### src/rtl/bpu_update_queue_pkg.sv
// Shared widths and the BpuUpdateInfo payload for the BPU update queue.
// Define BPU_UPD_COALESCE_EN to merge a request into the youngest entry when start_addr matches.
package bpu_update_queue_pkg;

  localparam int DEPTH    = 4;
  localparam int ADDR_W   = 32;
  localparam int ENTRY_W  = 64;
  localparam int SLOT_NUM = 2;
  localparam int CNT_W    = 16;
  localparam int PTR_W    = $clog2(DEPTH);
  localparam int QCNT_W   = PTR_W + 1;

  typedef logic [ENTRY_W-1:0] btb_entry_t;

  typedef struct packed {
    logic [ADDR_W-1:0]   start_addr;
    btb_entry_t          btb_entry;
    logic [SLOT_NUM-1:0] real_taken;
    logic [SLOT_NUM-1:0] meta_ctr;
  } bpu_update_info_t;

  localparam int INFO_W = $bits(bpu_update_info_t);

`ifdef BPU_UPD_COALESCE_EN
  localparam bit COALESCE_EN = 1'b1;
`else
  localparam bit COALESCE_EN = 1'b0;
`endif

endpackage

### src/rtl/bpu_update_queue_if.sv
// FSQ-commit and predictor-training signals of the BPU update queue.
interface bpu_update_queue_if;
  import bpu_update_queue_pkg::*;

  logic                in_valid;
  logic                in_ready;
  logic [ADDR_W-1:0]   in_start_addr;
  btb_entry_t          in_btb_entry;
  logic [SLOT_NUM-1:0] in_real_taken;
  logic [SLOT_NUM-1:0] in_meta_ctr;
  logic                pred_stall;
  logic                update;
  logic [ADDR_W-1:0]   upd_start_addr;
  btb_entry_t          upd_btb_entry;
  logic [SLOT_NUM-1:0] upd_real_taken;
  logic [SLOT_NUM-1:0] upd_meta_ctr;
  logic                empty;
  logic [CNT_W-1:0]    issued_cnt;

  modport master (
    output in_valid, in_start_addr, in_btb_entry, in_real_taken, in_meta_ctr, pred_stall,
    input  in_ready, update, upd_start_addr, upd_btb_entry, upd_real_taken, upd_meta_ctr,
           empty, issued_cnt
  );

  modport slave (
    input  in_valid, in_start_addr, in_btb_entry, in_real_taken, in_meta_ctr, pred_stall,
    output in_ready, update, upd_start_addr, upd_btb_entry, upd_real_taken, upd_meta_ctr,
           empty, issued_cnt
  );

endinterface

### src/rtl/bpu_update_queue_upd_fifo.sv
// Generic DEPTH x W circular buffer; also exposes the youngest entry and an in-place overwrite of it.
module upd_fifo #(
  parameter int DEPTH = 4,
  parameter int W     = 8
) (
  input  logic                     clk,
  input  logic                     rst,
  input  logic                     push_i,
  input  logic                     pop_i,
  input  logic                     ovr_i,
  input  logic [W-1:0]             wdata_i,
  output logic [W-1:0]             rdata_o,
  output logic [W-1:0]             last_o,
  output logic [$clog2(DEPTH):0]   count_o,
  output logic                     full_o,
  output logic                     empty_o
);

  localparam int AW = $clog2(DEPTH);
  localparam logic [AW-1:0] PTR_ONE  = AW'(1);
  localparam logic [AW:0]   CNT_ONE  = (AW+1)'(1);
  localparam logic [AW:0]   CNT_FULL = (AW+1)'(DEPTH);

  logic [W-1:0]  mem_q [DEPTH];
  logic [AW-1:0] head_q, head_d, tail_q, tail_d, last_idx;
  logic [AW:0]   count_q, count_d;

  assign last_idx = tail_q - PTR_ONE;

  always_comb begin
    head_d  = head_q;
    tail_d  = tail_q;
    count_d = count_q;
    if (pop_i)  head_d = head_q + PTR_ONE;
    if (push_i) tail_d = tail_q + PTR_ONE;
    case ({push_i, pop_i})
      2'b10:   count_d = count_q + CNT_ONE;
      2'b01:   count_d = count_q - CNT_ONE;
      default: count_d = count_q;
    endcase
  end

  always_ff @(posedge clk) begin
    if (rst) begin
      head_q  <= '0;
      tail_q  <= '0;
      count_q <= '0;
    end else begin
      head_q  <= head_d;
      tail_q  <= tail_d;
      count_q <= count_d;
    end
  end

  // Storage is not reset: stale slots are unreachable once the pointers clear.
  always_ff @(posedge clk) begin
    if (push_i)     mem_q[tail_q]   <= wdata_i;
    else if (ovr_i) mem_q[last_idx] <= wdata_i;
  end

  assign rdata_o = mem_q[head_q];
  assign last_o  = mem_q[last_idx];
  assign count_o = count_q;
  assign full_o  = (count_q == CNT_FULL);
  assign empty_o = (count_q == '0);

endmodule

### src/rtl/bpu_update_queue.sv
// Buffers resolved fetch-stream updates and issues one registered predictor update per free cycle.
// Optional BPU_UPD_COALESCE_EN (see package) merges same-address requests into the youngest entry.
module bpu_update_queue
  import bpu_update_queue_pkg::*;
(
  input  logic               clk,
  input  logic               rst,
  bpu_update_queue_if.slave  bus
);

  bpu_update_info_t  in_info, head_info, last_info, upd_q, upd_d;
  logic [INFO_W-1:0] head_raw, last_raw;
  logic [QCNT_W-1:0] count;
  logic              full, empty;
  logic              issue, youngest_leaving, coalesce, in_ready, push, ovr;
  logic              update_q, update_d;
  logic [CNT_W-1:0]  issued_cnt_q, issued_cnt_d;

  assign in_info   = '{start_addr: bus.in_start_addr, btb_entry: bus.in_btb_entry,
                       real_taken: bus.in_real_taken, meta_ctr: bus.in_meta_ctr};
  assign head_info = bpu_update_info_t'(head_raw);
  assign last_info = bpu_update_info_t'(last_raw);

  upd_fifo #(.DEPTH(DEPTH), .W(INFO_W)) u_fifo (
    .clk     (clk),
    .rst     (rst),
    .push_i  (push),
    .pop_i   (issue),
    .ovr_i   (ovr),
    .wdata_i (in_info),
    .rdata_o (head_raw),
    .last_o  (last_raw),
    .count_o (count),
    .full_o  (full),
    .empty_o (empty)
  );

  always_comb begin
    issue            = !empty && !bus.pred_stall;
    youngest_leaving = issue && (count == QCNT_W'(1));
    // Merging into the entry that is leaving this cycle would lose the newer payload.
    coalesce         = COALESCE_EN && bus.in_valid && !empty && !youngest_leaving
                       && (last_info.start_addr == bus.in_start_addr);
    in_ready         = !full || coalesce;
    push             = bus.in_valid && !full && !coalesce;
    ovr              = bus.in_valid && coalesce;
    update_d         = issue;
    upd_d            = issue ? head_info : upd_q;
    issued_cnt_d     = issue ? issued_cnt_q + CNT_W'(1) : issued_cnt_q;
  end

  always_ff @(posedge clk) begin
    if (rst) begin
      update_q     <= 1'b0;
      upd_q        <= '0;
      issued_cnt_q <= '0;
    end else begin
      update_q     <= update_d;
      upd_q        <= upd_d;
      issued_cnt_q <= issued_cnt_d;
    end
  end

  assign bus.in_ready       = in_ready;
  assign bus.update         = update_q;
  assign bus.upd_start_addr = upd_q.start_addr;
  assign bus.upd_btb_entry  = upd_q.btb_entry;
  assign bus.upd_real_taken = upd_q.real_taken;
  assign bus.upd_meta_ctr   = upd_q.meta_ctr;
  assign bus.empty          = empty;
  assign bus.issued_cnt     = issued_cnt_q;

endmodule
### src/flat_wrapper.sv
// flat-port wrapper written by rule: the top's interface ports become plain ports
module bpu_update_queue_flat import bpu_update_queue_pkg::*;
  (clk, rst, bus_in_valid, bus_in_start_addr, bus_in_btb_entry, bus_in_real_taken, bus_in_meta_ctr, bus_pred_stall, bus_in_ready, bus_update, bus_upd_start_addr, bus_upd_btb_entry, bus_upd_real_taken, bus_upd_meta_ctr, bus_empty, bus_issued_cnt);
  bpu_update_queue_if bus_i ();
  input  logic clk;
  input  logic rst;
  input wire logic [$bits(bus_i.in_valid)-1:0] bus_in_valid;
  input wire logic [$bits(bus_i.in_start_addr)-1:0] bus_in_start_addr;
  input wire logic [$bits(bus_i.in_btb_entry)-1:0] bus_in_btb_entry;
  input wire logic [$bits(bus_i.in_real_taken)-1:0] bus_in_real_taken;
  input wire logic [$bits(bus_i.in_meta_ctr)-1:0] bus_in_meta_ctr;
  input wire logic [$bits(bus_i.pred_stall)-1:0] bus_pred_stall;
  output wire logic [$bits(bus_i.in_ready)-1:0] bus_in_ready;
  output wire logic [$bits(bus_i.update)-1:0] bus_update;
  output wire logic [$bits(bus_i.upd_start_addr)-1:0] bus_upd_start_addr;
  output wire logic [$bits(bus_i.upd_btb_entry)-1:0] bus_upd_btb_entry;
  output wire logic [$bits(bus_i.upd_real_taken)-1:0] bus_upd_real_taken;
  output wire logic [$bits(bus_i.upd_meta_ctr)-1:0] bus_upd_meta_ctr;
  output wire logic [$bits(bus_i.empty)-1:0] bus_empty;
  output wire logic [$bits(bus_i.issued_cnt)-1:0] bus_issued_cnt;
  assign bus_i.in_valid = bus_in_valid;
  assign bus_i.in_start_addr = bus_in_start_addr;
  assign bus_i.in_btb_entry = bus_in_btb_entry;
  assign bus_i.in_real_taken = bus_in_real_taken;
  assign bus_i.in_meta_ctr = bus_in_meta_ctr;
  assign bus_i.pred_stall = bus_pred_stall;
  assign bus_in_ready = bus_i.in_ready;
  assign bus_update = bus_i.update;
  assign bus_upd_start_addr = bus_i.upd_start_addr;
  assign bus_upd_btb_entry = bus_i.upd_btb_entry;
  assign bus_upd_real_taken = bus_i.upd_real_taken;
  assign bus_upd_meta_ctr = bus_i.upd_meta_ctr;
  assign bus_empty = bus_i.empty;
  assign bus_issued_cnt = bus_i.issued_cnt;
  bpu_update_queue u_core (.clk(clk), .rst(rst), .bus(bus_i));
endmodule
### config.mk
export PLATFORM = sky130hd
export DESIGN_NAME = bpu_update_queue_flat
export DESIGN_NICKNAME = d
export VERILOG_FILES = /design/src/rtl/bpu_update_queue_pkg.sv /design/src/rtl/bpu_update_queue_if.sv /design/src/rtl/bpu_update_queue_upd_fifo.sv /design/src/rtl/bpu_update_queue.sv /design/src/flat_wrapper.sv
export SDC_FILE = /design/constraint.sdc
export NUM_CORES = 1
export LEC_CHECK = 0
export CAP_MARGIN = 20
export CORE_AREA = 2 2 251 253
export CTS_CLUSTER_SIZE = 20
export DETAILED_ROUTE_END_ITERATION = 10
export DIE_AREA = 0 0 253 255
export SLEW_MARGIN = 10
export SYNTH_ARGS = -nofsm -noshare
export SYNTH_HDL_FRONTEND = slang
export SYNTH_HIERARCHICAL = 1
export SYNTH_SLANG_ARGS = --single-unit
### constraint.sdc
create_clock -name clk -period 7.85 [get_ports clk]
set_clock_uncertainty 0.2 [all_clocks]
set_input_delay 0.785 -clock clk [delete_from_list [all_inputs] [get_ports clk]]
set_output_delay 0.785 -clock clk [all_outputs]
set_load 0.03 [all_outputs]
==> run metrics <==
Sink Count 526; RSZ-0062 raised after global routing no; Starting Density 30.62%; Max Cap Viol 0; clock slew at reported path FFs 0.06 ns; drt first pass iters 4; DRT antenna net count 0; core area 0.06216 mm2; GR Util All Layers a little over an eighth; CTS max path bufs 3; final setup vio count 0; CP max stage delay slightly below 0.9 ns; DRC 0; Synth-to-Final Area Change 25.12%; Worst EP arrival 3.45 ns; Layout Nets 1430; die height approximately 260 um; Mapped Area 0.01903 mm2; status completed; via count 10084; commonest non-fill, non-tap cell in the layout edfxtp_1; # rows 92; TNS Setup 0 ns; most frequent cells in the layout 400 x edfxtp_1, 221 x clkdlybuf4s50_1, 208 x nand2_1; Port Buffers 222; Worst EP required slightly above 8 ns; grt total ovfl 0; hold_buf cts 0; DRT iter0 DRCs 516; Max Fclk just over 300 MHz; Worst Setup End Kind register; Tmin final approximately 3.2 ns; DRT Wirelength 42.32 mm; CP cell instances clkdlybuf4s50_1, or2_4, inv_4, buf_4, nand3_1, xor2_1, nor2_1; final instance area 0.02381 mm2; Tightest Hold Check Type register to register; reg2reg setup slack 4.72 ns; Setup Fix Bufs, Post-CTS 0; CTS HTree Levels 2; post-cts repair resize count 0; final worst slack 4.642 ns; PwrDens 343.5 mW/mm2; Die X-Extent 253 um; Slew headroom 29.00%; layout cells sized above 1 14.83%; DR WL/cell about 20 um; class of the most critical setup path input port to register; I/O pins 223; root buf cell clkbuf_16; worst-margin pin slew approximately 1.1 ns; Slew Limit Fails 0; first-pass GRT wire length roughly 64 mm; routed vias/inst 4.651; TritonCTS clock tree done; CP max FO 77; Pleak 0.007526 uW; vias in the first global route 10496; Num CTS Buffers 56; Final period util 40.86%; initial antenna violation count 2; DIE AREA 0.06452 mm2; DP HPWL 23.46 mm; Synth Instances 1096; crit path launch type input port; mean area per synthesized cell 17.36 um2; Fin. Hold Viols 0; RD Place Congestion 0.6993; maximum VDD drop 0.1773 mV; worst slack, placed 3.965 ns; Worst path slowest cell buf_4; largest net degree at the start of global routing 78; Clk Latency, worst-skew pair around 0.59 ns; synth warn 6; Post-DP Area 0.02205 mm2; Diodes inserted 0
-- critical path: cells and delay by family --
kind	cells	cell delay, ns
buffers and inverters	3	1.72
AND/OR/NAND/NOR	3	0.68
XOR/XNOR	1	0.18
-- power breakdown --
part | internal (uW) | total, uW | switching (uW)
clock | 1460 | 2530 | 1070
combinational | 785 | 1940 | 1160
sequential | 3490 | 3700 | 211
-- per-stage QoR --
stage / hold WS [ns] / power (uW) / util (%) / instances
after floorplan: 0.2669 / 4976 / - / 1097
after global placement: 0.2431 / 5731 / 35.48 / 2064
after global routing: 0.2788 / 8596 / 38.31 / 2168
after CTS: 0.2541 / 8334 / 38.31 / 2168
final: 0.2522 / 8179 / 38.31 / 2168
after detailed placement: 0.2459 / 5769 / 35.48 / 2064
-- routing by layer --
metal / vias up / wire [um] / GRT usage, %
met5: - / 27 / 0
met2: 242 / 20720 / 22.52
met4: 4 / 989 / 3.922
met1: 5167 / 18020 / 16.60
li1: 4598 / - / -
met3: 73 / 2557 / 3.376
-- layout make-up --
| cell class | instances | area (um2) |
|---|---|---|
| fill | 5755 | 38350 |
| timing repair buffer | 235 | 2317 |
| multi-input combinational | 496 | 4163 |
| inverter | 8 | 32.53 |
| tap | 799 | 999.7 |
| clock buffer | 81 | 1545 |
| clock inverter | 23 | 212.7 |
| sequential | 526 | 14540 |
-- sequential cells by signal, summed over array words and instances (netlist names), named ones only --
signal                     count
u_core/bus.issued_cnt         16
u_core/bus.upd_btb_entry      64
u_core/bus.upd_meta_ctr        2
u_core/bus.upd_real_taken      2
u_core/bus.upd_start_addr     32
u_core/bus.update              1
u_core/u_fifo/count_o          3
u_core/u_fifo/head_q           2
u_core/u_fifo/mem_q          400
u_core/u_fifo/tail_q           2
-- final timing paths --
path | start | to | cells past startpoint
worst max-delay path | bus_pred_stall | u_core/bus.issued_cnt[3] | 7
worst min-delay path | u_core/bus.upd_start_addr[16] | u_core/bus.upd_start_addr[16] | 2
worst max register to register | u_core/u_fifo/count_o[0] | u_core/bus.issued_cnt[3] | 8
worst min register to register | u_core/bus.upd_start_addr[16] | u_core/bus.upd_start_addr[16] | 2
Note: power is estimated with default switching activity, not from simulation.
